==> src/rtl/led_seq_pkg.sv <==
// Shared types for the LED sequencer: operating modes and ping-pong direction.
package led_seq_pkg;

    typedef enum logic [1:0] {
        MODE_DIRECT    = 2'b00,
        MODE_STEP_UP   = 2'b01,
        MODE_STEP_DOWN = 2'b10,
        MODE_PING_PONG = 2'b11
    } mode_t;

    typedef enum logic {
        DIR_UP   = 1'b0,
        DIR_DOWN = 1'b1
    } dir_t;

endpackage

==> src/rtl/tick_divider.sv <==
// Prescaler: counts enabled cycles and strobes tick on the cycle the count expires.
module tick_divider #(
    parameter int unsigned DIV_MAX = 50_000_000
) (
    input  logic clk,
    input  logic rst,
    input  logic clr,
    input  logic en,
    output logic tick
);

    localparam int CW = $clog2(64'(DIV_MAX) + 64'd1);
    localparam logic [CW-1:0] LAST = CW'(DIV_MAX - 1);

    logic [CW-1:0] cnt;

    // tick is an expiry strobe in the current cycle so the caller can act on the same edge
    assign tick = !rst && !clr && en && (cnt == LAST);

    always_ff @(posedge clk) begin
        if (rst || clr) begin
            cnt <= '0;
        end else if (en) begin
            if (cnt == LAST) begin
                cnt <= '0;
            end else begin
                cnt <= cnt + CW'(1);
            end
        end
    end

endmodule

==> src/rtl/led_sequencer.sv <==
// One-hot LED channel sequencer with direct select, prescaled up/down/ping-pong
// stepping, synchronous load and registered tick/wrap pulses.
module led_sequencer
    import led_seq_pkg::*;
#(
    parameter int          N_CH    = 4,
    parameter int unsigned DIV_MAX = 50_000_000,
    parameter int          IDX_W   = $clog2(N_CH)
) (
    input  logic             clk,
    input  logic             rst,
    input  logic [1:0]       mode,
    input  logic [IDX_W-1:0] sel,
    input  logic             load,
    input  logic             en,
    output logic [N_CH-1:0]  onehot,
    output logic [IDX_W-1:0] idx,
    output logic             led,
    output logic             tick,
    output logic             wrap
);

    localparam logic [IDX_W-1:0] LAST = IDX_W'(N_CH - 1);

    mode_t            mode_e;
    dir_t             dir, dir_n;
    logic [IDX_W-1:0] idx_n;
    logic [IDX_W-1:0] sel_c;
    logic             tick_n, wrap_n;
    logic             step;

    assign mode_e = mode_t'(mode);

    // Non power-of-two channel counts leave unused sel codes; pin them to the top channel
    assign sel_c = (int'(sel) > N_CH - 1) ? LAST : sel;

    // The prescaler stays cleared in DIRECT so stepping restarts a full period later
    tick_divider #(
        .DIV_MAX(DIV_MAX)
    ) u_div (
        .clk (clk),
        .rst (rst),
        .clr (load || (mode_e == MODE_DIRECT)),
        .en  (en && (mode_e != MODE_DIRECT)),
        .tick(step)
    );

    always_ff @(posedge clk) begin
        if (rst) begin
            idx  <= '0;
            dir  <= DIR_UP;
            tick <= 1'b0;
            wrap <= 1'b0;
        end else begin
            idx  <= idx_n;
            dir  <= dir_n;
            tick <= tick_n;
            wrap <= wrap_n;
        end
    end

    always_comb begin
        idx_n  = idx;
        dir_n  = dir;
        tick_n = 1'b0;
        wrap_n = 1'b0;
        if (load) begin
            idx_n = sel_c;
            dir_n = DIR_UP;
        end else if (mode_e == MODE_DIRECT) begin
            idx_n = sel_c;
        end else if (step) begin
            tick_n = 1'b1;
            unique case (mode_e)
                MODE_STEP_UP: begin
                    if (idx == LAST) begin
                        idx_n  = '0;
                        wrap_n = 1'b1;
                    end else begin
                        idx_n = idx + IDX_W'(1);
                    end
                end
                MODE_STEP_DOWN: begin
                    if (idx == '0) begin
                        idx_n  = LAST;
                        wrap_n = 1'b1;
                    end else begin
                        idx_n = idx - IDX_W'(1);
                    end
                end
                // Ping-pong reverses at the ends instead of jumping across
                MODE_PING_PONG: begin
                    if (dir == DIR_UP) begin
                        if (idx == LAST) begin
                            idx_n  = LAST - IDX_W'(1);
                            dir_n  = DIR_DOWN;
                            wrap_n = 1'b1;
                        end else begin
                            idx_n = idx + IDX_W'(1);
                        end
                    end else begin
                        if (idx == '0) begin
                            idx_n  = IDX_W'(1);
                            dir_n  = DIR_UP;
                            wrap_n = 1'b1;
                        end else begin
                            idx_n = idx - IDX_W'(1);
                        end
                    end
                end
                default: begin
                    idx_n = idx;
                end
            endcase
        end
    end

    assign onehot = N_CH'(1) << idx;
    assign led    = (int'(idx) >= N_CH / 2);

endmodule

==> config.mk <==
export PLATFORM = sky130hd
export DESIGN_NAME = led_sequencer
export DESIGN_NICKNAME = d
export VERILOG_FILES = /design/src/rtl/led_seq_pkg.sv /design/src/rtl/tick_divider.sv /design/src/rtl/led_sequencer.sv
export SDC_FILE = /design/constraint.sdc
export NUM_CORES = 1
export LEC_CHECK = 0
export CAP_MARGIN = 20
export CORE_MARGIN = 5
export CORE_UTILIZATION = 45
export DETAILED_ROUTE_END_ITERATION = 8
export GPL_TIMING_DRIVEN = 0
export PLACE_DENSITY = 0.7
export RECOVER_POWER = 25
export SKIP_CTS_REPAIR_TIMING = 1
export SLEW_MARGIN = 20
export SYNTH_ARGS = -nofsm -noshare
export SYNTH_HDL_FRONTEND = slang
export SYNTH_SLANG_ARGS = --single-unit
export TNS_END_PERCENT = 10
==> constraint.sdc <==
create_clock -name clk -period 2.6 [get_ports clk]
set_clock_uncertainty 0.1 [all_clocks]
set_input_delay 0.39 -clock clk [delete_from_list [all_inputs] [get_ports clk]]
set_output_delay 0.39 -clock clk [all_outputs]
set_load 0.01 [all_outputs]
* Yosys cells after proc, flatten, opt, wreduce, memory -nomap -nowiden *
Index checks and enable logic that the tools add are counted.

word-level totals
  bits in registers = 31
  word-level logic and storage cells = 52

cells by class
  add/subtract/negate cells = 3
  $lt $le $gt $ge = 1
  eq/ne operators = 5
  shift operators = 1
  multiplexer cells = 17
  bitwise gates (word level) = 2
  reduce and logical (&&, ||, !) cells = 18

operators with widths
  kind                     number
  $add A26 B1 Y26 const B  1
  $eq A26 B26 Y1 const B   1
  $mux W26                 1
  $mux W2                  8
  $eq A2 B2 Y1 const B     3
  $mux W1                  6
  $pmux W2 S3              1
  $reduce_bool A5 Y1       1
  $logic_and A1 B1 Y1      4
  $logic_not A2 Y1         2
  $reduce_or A4 Y1         1
  $shl A1 B2 Y4 const A    1
  $pmux W1 S3              1
  $reduce_and A3 Y1        1
  $reduce_bool A3 Y1       1
  $reduce_or A3 Y1         1
  $add A2 B1 Y2 const B    1
  $eq A2 B1 Y1 const B     1
  $ge A2 B2 Y1 const B     1
  $logic_not A1 Y1         2
  $logic_or A1 B1 Y1       2
  $not A1 Y1               2
  $reduce_and A2 Y1        1
  $reduce_bool A2 Y1       1
  other kinds (2)          2

* Logic depth before layout (Yosys ltp) *
Gate-level depths: netlist of run 1.

  word-level depth = 9
  mapped depth = 7

* Hierarchy *
Synthesis of run 1 repeated with hierarchy kept, for this count alone.

unflattened totals
  cell total of the unflattened synthesis = 196
  area, all modules = 1690.4 um2

modules (own cells, without submodules)
  module         times used  cells each  area each (um2)  seq. area each (um2)
  tick_divider   1           155         1332.5           520.5
  led_sequencer  1           41          357.8            100.1

* Worst setup path after synthesis of run 1 *
OpenSTA, ideal clock, no wires.

  path type = input to register
  start point = input port mode[0]
  end point = register u_div.cnt[19]
  arrival = 1.688 ns
  data required time = 2.384 ns
  setup slack = 0.696 ns
  stages on the path = 6
  cells stage by stage = buf_4 -> o211ai_2 -> nor4_4 -> or4b_1 -> xor2_1 -> nor2_2

on the way
  longest elaborated chain between the ends = 3
  elaborated cells on any way between the ends = 5

ends and longest elaborated chain
  element               RTL line             text
  from (decl)           led_sequencer.sv:12  input logic [1:0] mode,
  $logic_not A2 Y1      led_sequencer.sv:43  .clr (load || (mode_e == MODE_DIRECT)),
  $logic_or A1 B1 Y1    led_sequencer.sv:43
  $logic_or A1 B1 Y1    tick_divider.sv:21   if (rst || clr) begin
  to (signal assigned)  tick_divider.sv:27   cnt <= cnt + CW'(1);
  to (decl)             tick_divider.sv:15   logic [CW-1:0] cnt;

Several ways; a longest one is shown, not always the timed one.
A chain may end at the register's enable or synchronous reset.

* Worst setup path after layout of run 1 *
  start point = input port en
  end point = register idx[1]

on the way
  longest elaborated chain between the ends = 5

ends and longest elaborated chain
  element                              RTL line             text
  from (decl)                          led_sequencer.sv:15  input logic en,
  $logic_and A1 B1 Y1                  led_sequencer.sv:44  .en (en && (mode_e != MODE_DIRECT)),
  $logic_and A1 B1 Y1 (2 in a row)     tick_divider.sv:18   assign tick = !rst && !clr && en && (cnt == LAST);
  $reduce_bool A3 Y1 (no source line)  -
  $reduce_and A2 Y1 (no source line)   -
  to (signal assigned)                 led_sequencer.sv:55  idx <= idx_n;
  to (decl)                            led_sequencer.sv:17  output logic [IDX_W-1:0] idx,

Every way passes these cells.

==> flow_metrics.tcl, run 1 <==
set metrics [dict create \
    layout_commonest_cell "nor2_1" \
    std_cell_rows 21 \
    reg2reg_to "idx[1]" \
    drtPass1Iterations 4 \
    syn-num-nets 192 \
    gp_congestion 0.8258 \
    powerDensity_nw_per_um2 473.3 \
    finalNonFillerCells 247 \
    wl_um 3167 \
    area.growth.synth_to_final_pct 16.46 \
    grt_usage_pct 13.90 \
    die_y_um 69.71 \
    fin_tns_setup_ps 0 \
    syn-instance-count 178 \
    io_buffers 15 \
    min_to "dir" \
    relSlewSlack_pct 52.13 \
    maxCapViolCount 0 \
    dp_cells 239 \
    drcViolationCount 0 \
    core_um2 3390 \
    yosys_warnings 0 \
    drive_gt1_share_pct 9.950 \
    r2r_slack_ps 330 \
    synth_top_area_cell "dfxtp_1" \
    pin_count 17 \
    die-width_um 69.71 \
    ys_top_cells_by_area "dfxtp_1, xor2_1, nor2_1" \
    die_area_um2 4859 \
    grt.overflow.total 0 \
    viasPerCell 5.267 \
    worstReg2RegStart "u_div.cnt[0]" \
    tightest_slew_ps 710.6 \
    critPathMaxFanout 9 \
    cts_num_sinks 31 \
    hold_class "in2reg" \
    cts-buffers-inserted 5 \
    clock_latency_ps 340 \
    fmax_mhz 420.9 \
    ant_nets 0 \
    initial_core_util_pct 47.32 \
    antenna_found_initial 0 \
    cts-root-buf "clkbuf_4" \
    n_antenna_cell 0 \
    postSynthAreaPerCell_um2 9.011 \
    vdd_drop_max_uv 358.7 \
    worstHoldPathCells 3 \
    cp-end-kind "flip-flop" \
    path_clk_slew_ps 90 \
    synthDistinctLibCells 38 \
    fin_nets 214 \
    cts_tree "built" \
    cp.arrival_ps 2520 \
    htreeDepth 2 \
    synth_area_um2 1604 \
    grt_pass1_vias 1249 \
    finalHoldViolations 0 \
    synth_top_area_share_pct 38.69 \
    power_leakage_nw 0.6856 \
    cp.required_ps 2740 \
    grt_start_max_net_pins 11 \
    min_period_ps 2376 \
    critical_path_class "in2reg" \
    outcome "finished clean" \
    place_hpwl_um 2426 \
    fin_crit_sh_pct 91.37 \
    min_from "mode[0]" \
    mostFrequentLayoutCells "nor2_1, dfxtp_1, xor2_1, nand2_1, nand3_1" \
    ys_ff_latch 31 \
    cts_buffer_depth 2 \
    setup_viol 0 \
    maxSlewViolCount 0 \
    vias 1301 \
    wl_per_cell_um 12.82 \
    rsz0062_at_grt "no" \
    yosysSeqAreaShare_pct 38.69 \
    grt_pass1_wl_um 5451 \
    reg2regPathDepth 6 \
    dr.first_iter.drc_count 62 \
    startpoint "en" \
    critPathLaunchType "input port" \
]
[layer usage]
layer	up-vias	global-route usage [%]	share of wire [%]
li1	665	-	-
met1	603	16.62	46
met2	22	21.93	48
met3	11	5.072	3.4
met4	0	6.809	3.0
met5	-	0	0
[cells in the mapped netlist]
cell type / count
a221oi_1: 1
mux2i_1: 2
nor2b_1: 1
nor3_1: 3
xor2_1: 21
a211oi_1: 1
o31a_1: 1
nor3_4: 1
or2_2: 1
nor2_2: 1
nand3_1: 11
nand4_4: 1
nand2_1: 15
ha_1: 6
nor4_4: 1
xnor2_1: 3
buf_4: 2
o2111ai_4: 1
inv_1: 6
o21bai_1: 1
nor2_1: 32
or4b_1: 1
and3_1: 4
nor3b_1: 1
o21ai_0: 5
and4_1: 2
nor4_1: 2
nor4_2: 1
nand3b_1: 1
a2111oi_2: 1
nand4_1: 8
o211ai_2: 1
o211ai_1: 3
buf_2: 2
dfxtp_1: 31
clkbuf_1: 1
nor4b_1: 1
nand3_4: 1
[cells by family after synthesis]
| logic type | synth area share, % |
|---|---|
| AOI/OAI and AO/OA | 8.346 |
| xor gates and xnor gates | 13.11 |
| adders and majority gates | 4.680 |
| buffers and inverters | 3.198 |
| DFF | 38.69 |
| muxes | 1.248 |
| and+or+nand+nor | 30.73 |
[layout make-up]
class                           instances  area (µm²)
Fill cell                             303        1521
Multi-Input combinational cell        136       919.6
Sequential cell                        31       620.6
Timing Repair Buffer                   15       150.1
Clock buffer                            8       68.82
Tap cell                               46       57.56
Buffer                                  5       28.78
Inverter                                6       22.52
[state kept, by name, indices dropped and copies added (netlist names)]
| signal | flops |
|---|---|
| idx | 2 |
| dir | 1 |
| wrap | 1 |
| tick | 1 |
| u_div.cnt | 26 |
[worst max-delay path by stage]
| stage | to |
|---|---|
| after floorplan | u_div.cnt[19] |
| final | idx[1] |
| after global routing | u_div.cnt[21] |
| after CTS | led |
| after detailed placement | idx[1] |
| after global placement | idx[1] |
[power breakdown]
part	total [mW]	switching (mW)	leakage (nW)	internal (mW)
combinational	0.0752	0.0380	0.397	0.0372
sequential	0.482	0.00505	0.250	0.477
clock	0.326	0.167	0.0386	0.159
[stage by stage]
stage	total power [mW]	utilization, %	instance area [µm²]	setup WS (ps)	hold slack [ps]
3_3_place_gp	0.5678	53.45	1812	73.27	387.6
3_5_place_dp	0.5702	53.45	1812	54.94	402.0
4_1_cts	0.8939	55.48	1881	211.3	291.8
5_1_grt	0.9295	55.11	1868	64.64	313.0
2_1_floorplan	0.5339	-	1604	696.5	358.9
6_report	0.8841	55.11	1868	224.3	299.8
[critical path: stages]
cell,delay (ps)
dlygate4sd3_1,660
o2111ai_4,180
nor3_4,350
nand3_1,340
nor3b_1,270
a2111oi_2,320
Power figures use the tool's default switching activity.
==> run 2, diff against run 1 <==
GPL_TIMING_DRIVEN = default   (was 0)
==> run 2 against run 1 <==
Net effect: critical path depth is 2 lower; sequential share of layout area up 0.13 points; global-route usage down 0.21 points; clock-buffer cell count fell by 2; setup slack gained 26 ps; clock power decreased by 14%; sequential power hardly changed; critical path type is now reg2out; largest power group unchanged; highest routed layer unchanged.
==> flow_metrics.tcl, run 2 (same netlist as run 1, synthesis figures left out) <==
set metrics [dict create \
    std_cell_rows 21 \
    htreeDepth 2 \
    rsz0062_at_grt "no" \
    min_period_ps 2350 \
    fill_cells 300 \
    pin_count 17 \
    p_int_uw 640.9 \
    startpoint "idx[0]" \
    combPwrFrac_pct 8.9 \
    grt_usage_pct 13.70 \
    met3_usage_pct 4.493 \
    grt_pass1_vias 1278 \
    cts_tree "built" \
    worstReg2RegStart "u_div.cnt[0]" \
    io_buffers 16 \
    dr.first_iter.drc_count 66 \
    mostFrequentLayoutCells "nor2_1, dfxtp_1, xor2_1, nand2_1, clkdlybuf4s50_1" \
    busiest_layer "met2" \
    crit_end "led" \
    critical_path_class "reg2out" \
    largest_register "u_div.cnt" \
    tightest_slew_ps 675.3 \
    initial_core_util_pct 47.32 \
    crit_buf_inv 2 \
    cts-root-buf "clkbuf_4" \
    area.growth.synth_to_final_pct 15.99 \
    antenna_found_initial 0 \
    power_leakage_nw 0.6744 \
    cts_buffer_depth 2 \
    powerDensity_nw_per_um2 450.1 \
    largest_reg_flops 26 \
    fin_tns_setup_ps 0 \
    layout_commonest_cell "nor2_1" \
    slowest_stage "dfxtp_1" \
    gp_congestion 0.8065 \
    cts_num_sinks 31 \
    viasPerCell 5.426 \
    slowest_delay_ps 480 \
    drive_gt1_share_pct 9.360 \
    cp-end-kind "output port" \
    grt_start_max_net_pins 23 \
    r2r_slack_ps 460 \
    reg2reg_to "idx[1]" \
    vdd_drop_max_uv 253.6 \
    crit_family "buffers and inverters" \
    cts-buffers-inserted 5 \
    reg2regPathDepth 6 \
    critPathLaunchType "flip-flop" \
    outcome "finished clean" \
    finalNonFillerCells 249 \
    core_um2 3390 \
    drtPass1Iterations 4 \
    grt_util_met2_pct 22.88 \
    reg_top3 "u_div.cnt (26), idx (2)" \
    power.switching_uw 196.5 \
    place_hpwl_um 2367 \
    wl_per_cell_um 12.49 \
    finalHoldViolations 0 \
    n_antenna_cell 0 \
    path_depth 4 \
    path_clk_slew_ps 100 \
    swShare_pct 23.47 \
    die-width_um 69.71 \
    fmax_mhz 425.6 \
    wl_um 3109 \
    relSlewSlack_pct 54.57 \
    fin_crit_sh_pct 90.37 \
    setup_viol 0 \
    cp.required_ps 2110 \
    die_y_um 69.71 \
    hold_class "reg2reg" \
    ant_nets 0 \
    die_area_um2 4859 \
    grt.overflow.total 0 \
    vias 1351 \
    grt_util_met1_pct 15.67 \
    crit_chain "inv_1, ha_1, or2_2, clkdlybuf4s50_1" \
    drcViolationCount 0 \
    pwr-share-clk_pct 33.5 \
    grt_pass1_wl_um 5437 \
    pwr-share-seq_pct 57.6 \
    critPathMaxFanout 7 \
    maxSlewViolCount 0 \
    cp.arrival_ps 1860 \
    maxCapViolCount 0 \
    clock_latency_ps 330 \
    fin_nets 217 \
    dp_cells 242 \
]
run 2: worst min-delay path by stage:
stage	cells after the start	slack, ps	startpoint	endpoint
global route	2	460	u_div.cnt[23]	u_div.cnt[23]
CTS	2	420	u_div.cnt[23]	u_div.cnt[23]
finish	2	420	u_div.cnt[23]	u_div.cnt[23]
global placement	2	390	u_div.cnt[23]	u_div.cnt[23]
floorplan	1	360	rst	idx[1]
detailed placement	2	400	u_div.cnt[23]	u_div.cnt[23]
run 2: power groups by stage:
| stage | sequential (mW) | clock (mW) | combinational [mW] |
|---|---|---|---|
| after CTS | 0.483 | 0.292 | 0.0786 |
| after floorplan | 0.493 | 0 | 0.0405 |
| after global placement | 0.493 | 0 | 0.0774 |
| after detailed placement | 0.494 | 0 | 0.0783 |
| final | 0.482 | 0.280 | 0.0745 |
| after global routing | 0.483 | 0.319 | 0.0811 |
run 2: per-stage QoR:
step                power, mW  setup WS, ps  utilization (%)  area, µm²  hold WS [ps]
floorplan              0.5339         696.5                -       1604         358.9
global placement       0.5708         249.0            54.45       1846         388.4
detailed placement     0.5720         228.9            54.45       1846         398.0
CTS                    0.8534         223.0            56.11       1902         424.0
global route           0.8832         157.1            54.89       1861         462.7
finish                 0.8373         250.5            54.89       1861         417.2
run 2: final cells by class:
cell class                      count  area (µm²)  share of cell area [%]
Tap cell                           46       57.56                   3.093
Clock inverter                      1       5.005                  0.2690
Multi-Input combinational cell    136       898.4                   48.29
Sequential cell                    31       620.6                   33.36
Timing Repair Buffer               23       205.2                   11.03
Inverter                            6       22.52                   1.210
Clock buffer                        6       51.30                   2.757
run 2: routing by layer:
layer / vias to the layer above / part of all wire, % / wire, µm
met5: - / 0 / 0
met4: 0 / 1.8 / 56
met3: 8 / 3.9 / 120
met2: 34 / 49 / 1520
met1: 639 / 45 / 1411
li1: 670 / - / -
run 2: worst reg2reg max path: stages, from the launching register on:
cell and delay [ps]:
dfxtp_1 370, ha_1 200, o2111ai_1 150, nor3_1 480, nand3_4 200, nor3b_1 200
a2111oi_2 320
==> run 3, diff against run 2 <==
CORE_UTILIZATION = 50   (was 45)
PLACE_DENSITY = 0.76   (was 0.7)
==> run 3 against run 2 <==
Net effect: setup slack got worse by 15 ps; global-route usage is 3.7 points higher; combinational power up 2%; sequential share of layout area shrank 0.20 points; first-iteration DRC count down 30%; hold slack improved by 3.8 ps; total power grew 4.7%; sequential cell count stayed put; sequential power hardly changed; largest cell class unchanged; largest power group unchanged; highest routed layer unchanged.
==> flow_metrics.tcl, run 3 (same netlist as run 1, synthesis figures left out) <==
set metrics [dict create \
    pwr-share-seq_pct 55.0 \
    n_antenna_cell 0 \
    initial_core_util_pct 52.11 \
    core_um2 3078 \
    gp_congestion 0.8682 \
    fin_crit_sh_pct 90.96 \
    die_y_um 66.64 \
    hold_slack_ps 421.0 \
    min_from "u_div.cnt[25]" \
    p_total_uw 876.5 \
    cts-root-buf "clkbuf_4" \
    viasPerCell 5.395 \
    worstHoldPathCells 2 \
    finalInstanceArea_um2 1872 \
    cp.arrival_ps 1880 \
    cp.required_ps 2110 \
    drtPass1Iterations 4 \
    vdd_drop_max_uv 275.9 \
    antenna_found_initial 0 \
    largest_reg_flops 26 \
    fmax_mhz 422.8 \
    cp-end-kind "output port" \
    htreeDepth 2 \
    reg2regPathDepth 6 \
    pre_cts_ws_ps 187.5 \
    area.growth.synth_to_final_pct 16.69 \
    relSlewSlack_pct 59.39 \
    tightest_slew_ps 603.5 \
    outcome "finished clean" \
    cts_num_sinks 31 \
    post_dp_cell_area_um2 1843 \
    critPathMaxFanout 7 \
    grt_usage_pct 17.44 \
    finalWorstSetupSlack_ps 235.0 \
    fin_nets 217 \
    fin_tns_setup_ps 0 \
    drcViolationCount 0 \
    place_hpwl_um 2533 \
    power.switching_uw 201.3 \
    min_to "u_div.cnt[25]" \
    powerDensity_nw_per_um2 468.3 \
    cts-buffers-inserted 5 \
    cts_tree "built" \
    dr.first_iter.drc_count 46 \
    layout_commonest_cell "nor2_1" \
    pwr-share-clk_pct 36.3 \
    vias 1338 \
    min_period_ps 2365 \
    grt_pass1_vias 1389 \
    critical_path_class "reg2out" \
    r2r_slack_ps 530 \
    swShare_pct 22.97 \
    rsz0062_at_grt "no" \
    clock_latency_ps 330 \
    wl_per_cell_um 13.30 \
    reg_top3 "u_div.cnt (26), idx (2)" \
    grt_pass1_wl_um 5878 \
    finalHoldViolations 0 \
    combPwrFrac_pct 8.7 \
    p_int_uw 675.2 \
    largest_register "u_div.cnt" \
    grt.overflow.total 0 \
    reg2reg_to "idx[1]" \
    std_cell_rows 20 \
    critPathLaunchType "flip-flop" \
    pin_count 17 \
    die_area_um2 4441 \
    power_leakage_nw 0.6755 \
    grt_start_max_net_pins 23 \
    io_buffers 16 \
    die-width_um 66.64 \
    hold_class "reg2reg" \
    path_clk_slew_ps 90 \
    maxSlewViolCount 0 \
    cts_buffer_depth 2 \
    ant_nets 0 \
    worstReg2RegStart "u_div.cnt[0]" \
    mostFrequentLayoutCells "nor2_1, dfxtp_1, xor2_1, nand2_1, clkdlybuf4s50_1" \
    maxCapViolCount 0 \
    drive_gt1_share_pct 9.314 \
    setup_viol 0 \
    wl_um 3298 \
]
[run 3: area by class of cell]
cell class / count / area (µm²)
Clock buffer: 8 / 68.82
Tap cell: 44 / 55.05
Multi-Input combinational cell: 136 / 903.4
Timing Repair Buffer: 23 / 201.4
Inverter: 6 / 22.52
Sequential cell: 31 / 620.6
Fill cell: 274 / 1206
[run 3: critical path, stage by stage (launching register included)]
cell,delay [ps]
dfxtp_1,480
inv_1,110
ha_1,220
or2_2,260
clkdlybuf4s50_1,480
[run 3: how the worst max path moves through the flow]
stage | start | end | slack [ps] | cells past startpoint
2_1_floorplan | mode[0] | u_div.cnt[19] | 700 | 6
3_3_place_gp | en | u_div.cnt[19] | 270 | 6
3_5_place_dp | mode[1] | u_div.cnt[19] | 190 | 6
4_1_cts | idx[0] | led | 190 | 4
5_1_grt | idx[0] | led | 100 | 4
6_report | idx[0] | led | 230 | 4
[run 3: layer usage]
layer | global-route usage (%) | vias up | share of wire [%]
li1 | - | 669 | -
met1 | 17.49 | 638 | 41
met3 | 5.396 | 8 | 4.2
met2 | 32.80 | 23 | 53
met5 | 0 | - | 0
met4 | 7.107 | 0 | 1.8
[run 3: stage by stage]
step / utilization (%) / cells
global placement: 59.88 / 240
detailed placement: 59.88 / 240
floorplan: - / 178
finish: 60.81 / 248
global route: 60.81 / 248
CTS: 62.11 / 248
[run 3: power groups by stage]
stage,clock (mW),combinational [mW],sequential (mW)
2_1_floorplan,0,0.0405,0.493
3_3_place_gp,0,0.0768,0.493
3_5_place_dp,0,0.0791,0.494
4_1_cts,0.331,0.0796,0.483
5_1_grt,0.364,0.0834,0.484
6_report,0.318,0.0759,0.482
